$ cat src/rtl/sram_ctrl_pkg.sv
// Shared definitions for the asynchronous SRAM controller: FSM state encoding,
// pad buffer direction constants and wait-counter width.
package sram_ctrl_pkg;

  typedef enum logic [2:0] {
    S_IDLE       = 3'd0,
    S_RD_STROBE  = 3'd1,
    S_RD_CAPTURE = 3'd2,
    S_WR_SETUP   = 3'd3,
    S_WR_PULSE   = 3'd4,
    S_WR_HOLD    = 3'd5,
    S_DONE       = 3'd6
  } state_t;

  // pad_t_o polarity of the bidirectional pad buffer: 1 floats the pin.
  localparam logic PAD_HIGHZ = 1'b1;
  localparam logic PAD_DRIVE = 1'b0;

  localparam int WAIT_W = 4;

endpackage

$ cat src/rtl/sram_ctrl.sv
// Single-access asynchronous SRAM controller: one read or write per request,
// strobe length set by WAIT_CYCLES, every output driven straight from a flop.
module sram_ctrl
  import sram_ctrl_pkg::*;
#(
  parameter int ADDR_W      = 18,
  parameter int DATA_W      = 16,
  parameter int WAIT_CYCLES = 2
) (
  input  logic              clk,
  input  logic              rst_n,
  input  logic              req_i,
  input  logic              we_i,
  input  logic [ADDR_W-1:0] addr_i,
  input  logic [DATA_W-1:0] wdata_i,
  output logic              busy_o,
  output logic              done_o,
  output logic [DATA_W-1:0] rdata_o,
  output logic [ADDR_W-1:0] sram_addr_o,
  output logic              sram_ce_n_o,
  output logic              sram_oe_n_o,
  output logic              sram_we_n_o,
  output logic [DATA_W-1:0] pad_i_o,
  output logic              pad_t_o,
  input  logic [DATA_W-1:0] pad_o_i,
  output logic [2:0]        dbg_state_o
);

  if (WAIT_CYCLES < 1 || WAIT_CYCLES > 15) begin : g_bad_wait_cycles
    $error("sram_ctrl: WAIT_CYCLES must lie in 1..15");
  end

  // The counter holds the strobe cycles still to go after the current one.
  localparam logic [WAIT_W-1:0] WAIT_LAST = WAIT_W'(WAIT_CYCLES - 1);

  state_t            state;
  logic [WAIT_W-1:0] wait_cnt;

  assign dbg_state_o = state;

  // Handshake: req_i is a level sampled on a rising edge only while busy_o is
  // low (IDLE or DONE); when sampled high the access is taken and busy_o rises
  // on the same edge. done_o pulses for exactly one cycle per completed access,
  // and for reads rdata_o is valid from that cycle until the next read ends.
  always_ff @(posedge clk or negedge rst_n) begin
    if (!rst_n) begin
      state       <= S_IDLE;
      wait_cnt    <= '0;
      busy_o      <= 1'b0;
      done_o      <= 1'b0;
      rdata_o     <= '0;
      sram_addr_o <= '0;
      sram_ce_n_o <= 1'b1;
      sram_oe_n_o <= 1'b1;
      sram_we_n_o <= 1'b1;
      pad_i_o     <= '0;
      pad_t_o     <= PAD_HIGHZ;
    end else begin
      done_o <= 1'b0;
      case (state)
        S_IDLE, S_DONE: begin
          sram_we_n_o <= 1'b1;
          if (req_i) begin
            sram_addr_o <= addr_i;
            wait_cnt    <= WAIT_LAST;
            busy_o      <= 1'b1;
            sram_ce_n_o <= 1'b0;
            if (we_i) begin
              state       <= S_WR_SETUP;
              pad_i_o     <= wdata_i;
              pad_t_o     <= PAD_DRIVE;
              sram_oe_n_o <= 1'b1;
            end else begin
              state       <= S_RD_STROBE;
              pad_t_o     <= PAD_HIGHZ;
              sram_oe_n_o <= 1'b0;
            end
          end else begin
            state       <= S_IDLE;
            busy_o      <= 1'b0;
            sram_ce_n_o <= 1'b1;
            sram_oe_n_o <= 1'b1;
            pad_t_o     <= PAD_HIGHZ;
          end
        end

        S_RD_STROBE: begin
          if (wait_cnt == '0) begin
            state <= S_RD_CAPTURE;
          end else begin
            wait_cnt <= wait_cnt - 1'b1;
          end
        end

        // Pad data has settled for the whole strobe; sample it as OE releases.
        S_RD_CAPTURE: begin
          state       <= S_DONE;
          rdata_o     <= pad_o_i;
          done_o      <= 1'b1;
          busy_o      <= 1'b0;
          sram_ce_n_o <= 1'b1;
          sram_oe_n_o <= 1'b1;
        end

        S_WR_SETUP: begin
          state       <= S_WR_PULSE;
          sram_we_n_o <= 1'b0;
        end

        S_WR_PULSE: begin
          if (wait_cnt == '0) begin
            state       <= S_WR_HOLD;
            sram_we_n_o <= 1'b1;
          end else begin
            wait_cnt <= wait_cnt - 1'b1;
          end
        end

        // Data stays on the bus one cycle past the WE rising edge.
        S_WR_HOLD: begin
          state       <= S_DONE;
          done_o      <= 1'b1;
          busy_o      <= 1'b0;
          sram_ce_n_o <= 1'b1;
          pad_t_o     <= PAD_HIGHZ;
        end

        default: begin
          state       <= S_IDLE;
          busy_o      <= 1'b0;
          sram_ce_n_o <= 1'b1;
          sram_oe_n_o <= 1'b1;
          sram_we_n_o <= 1'b1;
          pad_t_o     <= PAD_HIGHZ;
        end
      endcase
    end
  end

endmodule
$ cat config.mk
export PLATFORM = sky130hd
export DESIGN_NAME = sram_ctrl
export DESIGN_NICKNAME = d
export VERILOG_FILES = /design/src/rtl/sram_ctrl_pkg.sv /design/src/rtl/sram_ctrl.sv
export SDC_FILE = /design/constraint.sdc
export NUM_CORES = 1
export LEC_CHECK = 0
export ABC_CLOCK_PERIOD_IN_PS = 2850
export CAP_MARGIN = 20
export CORE_UTILIZATION = 40
export CTS_CLUSTER_DIAMETER = 30
export DETAILED_ROUTE_END_ITERATION = 8
export PLACE_DENSITY_LB_ADDON = 0.08
export SYNTH_ARGS = -nofsm -noshare
export SYNTH_HDL_FRONTEND = slang
export SYNTH_SLANG_ARGS = --single-unit
$ cat constraint.sdc
create_clock -name clk -period 2.85 [get_ports clk]
set_input_delay 0.57 -clock clk [delete_from_list [all_inputs] [get_ports clk]]
set_output_delay 0.57 -clock clk [all_outputs]
set_load 0.02 [all_outputs]
==> metrics.txt <==
Hold WS=between 0.2 and 0.3 ns; Final Net Count=between 300 and 400; Root Buffer=clkbuf_8; combined buffer and inverter count along the critical path=1; switching pwr=1.76 mW; Post-route DRC=0; switching share of power=~37%; worst rel slew slack=a little over half; average cell area after synthesis=between 10 and 15 um^2; remaining antenna violation count=0; CP arrival=1.82 ns; Leakage=1.63 nW; highest fanout seen on the critical path=16; number of buffers inserted by post-CTS setup repair=0; Power per Cell Area=about 1200 nW/um^2; pin slew with the least headroom to its limit=a little under 0.7 ns; clock-pin slew of the registers on the worst-case setup and hold paths=around 0.060 ns; launching element type of the critical path=register; number of flops mapped to enable cells by yosys=0; Die Span X=between 80 and 90 um; number of hold violations in the final report=0; most common cell in the netlist=dfrtp_1; core box area=~6300 um^2; shortest period the worst path allows=around 2.4 ns; Critical-path top delay cell=dfrtp_1; sum of negative setup slack=0 ns; Final setup violation count=0; period utilisation layout=between 80% and 90%; count of state elements after synthesis=between 60 and 70; share of post-route cells with drive strength above 1=25.2%; wirelength, routed=roughly 5600 um; die span in y=between 80 and 90 um; most frequent cells after synthesis=dfrtp_1, mux2_2, inv_1; final setup skew=0.0103 ns; sinks on the clock net=63; overall power consumption=a little under 5 mW; number of inserted diodes=0; vias per cell=slightly below 5; Post-Syn Area=between 2000 and 3000 um^2; cell-by-cell listing of the critical path=clkdlybuf4s50_1; routability congestion estimate from global placement=a little over 0.7; GR Layer Usage met1=approximately a fifth; detail-routed net length per standard cell=between 10 and 15 um; Clock Path Buffers=2; endpoint type of the worst setup path=primary output; largest net degree at the start of global routing=36; internal power=a little over 3 mW; routed vias=roughly 1900; Critical Path Max Stage Delay=between 0.7 and 0.8 ns; overflow left after global routing=0; Synth warnings=0; top achievable clock speed=418 MHz; unrepaired setup endpoints after global routing=no; Clk network pwr share=between 10% and 20%; portion of total power attributed to combinational logic=~51%; post-synthesis sequential area ratio=between 60% and 70%; IO Count=between 100 and 150; max cap viols=0; GRT met2 Usage=roughly 29%; gate family responsible for the most delay along the worst path=flip-flops; Detail Placement HPWL=roughly 4000 um; Die ar.=6860 um^2; worst hold path type=input port to asynchronous set/reset pin; result of the run=finished clean; classification of the worst setup path=register to primary output; sequential share of power=between 30% and 40%; fraction of registers with async set/reset=100%; initial antenna violation count=0; aggregate global-route resource usage=roughly 18%; initial cell density of the core=roughly two fifths; grt peak-use layer=met2; post-synth top area share=a little under three fifths; number of instances in the synthesized netlist=roughly 190; via count of the first global-routing pass=a little over 2000; Port Buffer Count=112; WP data required=2.28 ns; clock latency on the worst-skew pair=between 0.3 and 0.4 ns; Synth Net Count=242; Initial DRT Pass Iterations=5; clock tree from TritonCTS=done; number of buffers added by the clock tree synthesis step=9; post-synthesis cell type with the largest combined area=dfrtp_1; dominant register cell in the synthesized netlist=dfrtp_1; wire length of the first global-routing pass=roughly 9600 um; Synth area leaders=dfrtp_1, mux2_2, dfstp_2, inv_1, a21oi_1; Synth cell types=35; row count=29; area growth from synthesis to layout=52.3%; count of hold-fix buffers inserted at cts=0; Max Slew Vio Count=0; count of H-tree levels built during CTS=3; global routing met3 resource utilization=under 10%; initial detailed-routing violation count=50; Peak supply drop=0.631 mV; quantity of gates resized following cts=0
==> cell usage in the layout, fill, tap and decap left out, drive strengths merged, types with 2 or more instances in the layout <==
cell type	n
a21oi	6
a31oi	2
buf	6
clkbuf	15
clkdlybuf4s50	111
dfrtp	59
dfstp	4
inv	9
mux2	51
nand2	5
nand2b	3
nand3	2
nor2	6
nor3	7
o21ai	5
o22ai	3
xnor2	2
==> per-stage QoR <==
stage	cells	util, %	cell area, um^2	setup slack (ns)
after global placement	371	60.3	3810	0.663
after detailed placement	371	60.3	3810	0.633
after global routing	387	63.0	3980	0.366
after CTS	387	63.0	3980	0.442
final	387	63.0	3980	0.459
after floorplan	187	-	2610	1.09
==> flip-flops by register name (all words and copies together) (netlist names) <==
signal,count
busy_o,1
dbg_state_o,3
done_o,1
pad_i_o,16
pad_t_o,1
rdata_o,16
sram_addr_o,18
sram_ce_n_o,1
sram_oe_n_o,1
sram_we_n_o,1
wait_cnt,4
==> per-layer routing <==
metal  part of all wire [%]  vias to the layer above
met5                      0                        -
met4                    1.9                        0
met3                    6.0                       10
met2                     51                       64
met1                     41                      947
li1                       -                      894
==> worst paths after layout <==
check,slack (ns),start,cells after the start,endpoint
max,0.46,dbg_state_o[2],1,dbg_state_o[2]
min,0.27,rst_n,1,sram_addr_o[13]
max reg2reg,0.88,dbg_state_o[2],4,pad_i_o[2]
min reg2reg,0.50,sram_addr_o[17],1,sram_addr_o[17]
max in group asynchronous,1.95,rst_n,2,sram_addr_o[16]
min in group clk,0.50,sram_addr_o[17],1,sram_addr_o[17]
==> power by group through the flow <==
| stage | clock network, mW | logic, mW | registers, mW |
|---|---|---|---|
| 3_3_place_gp | 0 | 2.47 | 1.65 |
| 3_5_place_dp | 0 | 2.50 | 1.66 |
| 5_1_grt | 0.753 | 2.63 | 1.72 |
| 6_report | 0.687 | 2.47 | 1.65 |
| 2_1_floorplan | 0 | 0.983 | 2.10 |
| 4_1_cts | 0.715 | 2.51 | 1.66 |
==> area by class of cell <==
type | instances | area [um^2]
Timing Repair Buffer | 117 | 1170
Sequential cell | 63 | 1580
Clock inverter | 1 | 5.00
Fill cell | 511 | 2330
Clock buffer | 15 | 166
Multi-Input combinational cell | 105 | 931
Inverter | 9 | 33.8
Tap cell | 77 | 96.3
==> cells by family (layout without fill, tap and decap cells) <==
| logic type | after synthesis | in the layout | synth area share [%] |
|---|---|---|---|
| flip-flops | 63 | 63 | 60.5 |
| multiplexers | 51 | 51 | 22.0 |
| AND/OR/NAND/NOR | 27 | 27 | 5.89 |
| AO/OA/AOI/OAI | 22 | 22 | 5.17 |
| buffers and inverters | 19 | 142 | 3.83 |
| XOR/XNOR | 3 | 3 | 1.72 |
| adder cells (fa/ha/maj) | 2 | 2 | 0.862 |
(Power assumes the default switching activity.)
==> patch: new RTL, config.mk and constraints unchanged <==
Change the parameter `ADDR_W` from 18 to 9.
--- a/src/rtl/sram_ctrl.sv
+++ b/src/rtl/sram_ctrl.sv
@@ -5,3 +5,3 @@
 #(
-  parameter int ADDR_W      = 18,
+  parameter int ADDR_W      = 9,
   parameter int DATA_W      = 16,
Interface: changed (resized addr_i and sram_addr_o); port bits go from 113 to 95. The function was not compared with the original's and may differ.
==> patch against the original RTL <==
  * Wire length is 17% lower
  * Count of clock-buffer cells in the layout is 9 lower
  * Power is 15% lower
  * Sequential cell count is 9 lower
  * Synthesized area is 12% lower
  * Register-to-register slack better by 0.05 ns
  * Worst setup slack better by 0.087 ns
  * Core utilization is 1.4 points lower
  * Cell area is 14% lower
  * Non-clock buffer count is 19 lower
  * Critical path type unchanged
  * Largest power group unchanged
==> patch: results <==
{
  "met2WireLength_mm": 2.22,
  "yosysSeqAreaShare": 0.590,
  "min_path_type": "in2async",
  "m1WireLength_mm": 2.05,
  "cts_resized": 0,
  "fin_skew_ns": 0.00962,
  "syn_area_per_cell_um2": 14.0,
  "grt_usage": 0.167,
  "first_pass_iters": 4,
  "internal-power_w": 0.00262,
  "synth_compound_area_frac": 0.0669,
  "ys_top_cells_by_area": "dfrtp_1 (54%), mux2_2 (16%), mux2_4 (6.5%)",
  "use_met2": 0.257,
  "leakagePower_nw": 1.44,
  "ys_types": 36,
  "gp_congestion": 0.693,
  "place_hpwl_mm": 3.30,
  "slowest_delay_ns": 0.72,
  "cts_buffers": 5,
  "antenna_found_initial": 0,
  "synthMuxAreaShare": 0.226,
  "h-tree-depth": 2,
  "drive_above_1_share": 0.240,
  "dp_cells": 326,
  "synth-main-ff-cell": "dfrtp_1",
  "routed-wl-met3_um": 388,
  "wl_per_cell_um": 14.0,
  "place_area_mm2": 0.00331,
  "grt_max_degree": 55,
  "met1_usage": 0.213,
  "dp_worst_setup_slack_ns": 0.687,
  "cp_max_fo": 20,
  "insertion_delay_ns": 0.30,
  "nNetsFinal": 307,
  "grt_first_pass_wirelength_mm": 7.79,
  "status": "completed",
  "reg.largest.list": "pad_i_o: 16 flops, rdata_o: 16 flops, sram_addr_o: 9 flops",
  "synthAdderAreaFrac": 0.00544,
  "cts_buffer_depth": 2,
  "synth_nets": 210,
  "grtUsageMet3": 0.0706,
  "clkTransAtPathRegs_ns": 0.09,
  "relSlewSlack": 0.554,
  "drt_wl_total_mm": 4.67,
  "vias": 1597,
  "vdd_drop_max_mv": 0.588,
  "io_buffers": 94,
  "cp.arrival_ns": 1.73,
  "synthXorXnorAreaFrac": 0.0109,
  "drtIter0Drc": 45,
  "synth_commonest_cells": "dfrtp_1 (50), mux2_2 (32), mux2_4 (10)",
  "fillCellCount": 465
}
[patch: changes by cell type in the layout (fill, tap and decap cells not counted), sizes merged, moves of 2 or more]
| cell | delta |
|---|---|
| dfrtp | -9 |
| mux2 | -9 |
| nor3 | -3 |
| clkdlybuf4s50 | -18 |
| a21oi | +2 |
| nor2b | +2 |
| o21ai | +2 |
| a31oi | -2 |
| nand2 | -2 |
| inv | -5 |
| clkbuf | -9 |
[patch: through the flow]
step | total power [W] | utilization
4_1_cts | 0.00416 | 0.617
5_1_grt | 0.00436 | 0.617
3_5_place_dp | 0.00363 | 0.597
3_3_place_gp | 0.00360 | 0.597
2_1_floorplan | 0.00270 | -
6_report | 0.00410 | 0.617
[patch: path summary, 6_finish.rpt]
kind	from	endpoint	slack, ns	cells after the start
worst max-delay path	dbg_state_o[1]	dbg_state_o[1]	0.55	1
worst min-delay path	rst_n	busy_o	0.38	2
worst max register to register	dbg_state_o[1]	sram_addr_o[8]	0.93	4
worst min register to register	wait_cnt[0]	wait_cnt[0]	0.51	1
max in group asynchronous	rst_n	dbg_state_o[2]	2.02	2
min in group clk	wait_cnt[0]	wait_cnt[0]	0.51	1
[patch: layout make-up]
| class | instances | area, µm² | area share |
|---|---|---|---|
| sequential | 54 | 1360 | 0.397 |
| timing repair buffer | 98 | 966 | 0.283 |
| multi-input combinational | 98 | 880 | 0.257 |
| tap | 72 | 90.1 | 0.0264 |
| clock buffer | 6 | 72.6 | 0.0212 |
| clock inverter | 2 | 37.5 | 0.0110 |
| inverter | 4 | 15.0 | 0.00439 |
[patch: power by group through the flow]
stage,registers (W),logic [W],clock network (W)
after floorplan,0.00181,0.000894,0
after global placement,0.00142,0.00218,0
after detailed placement,0.00142,0.00221,0
after CTS,0.00142,0.00222,0.000524
after global routing,0.00147,0.00234,0.000558
final,0.00141,0.00219,0.000502
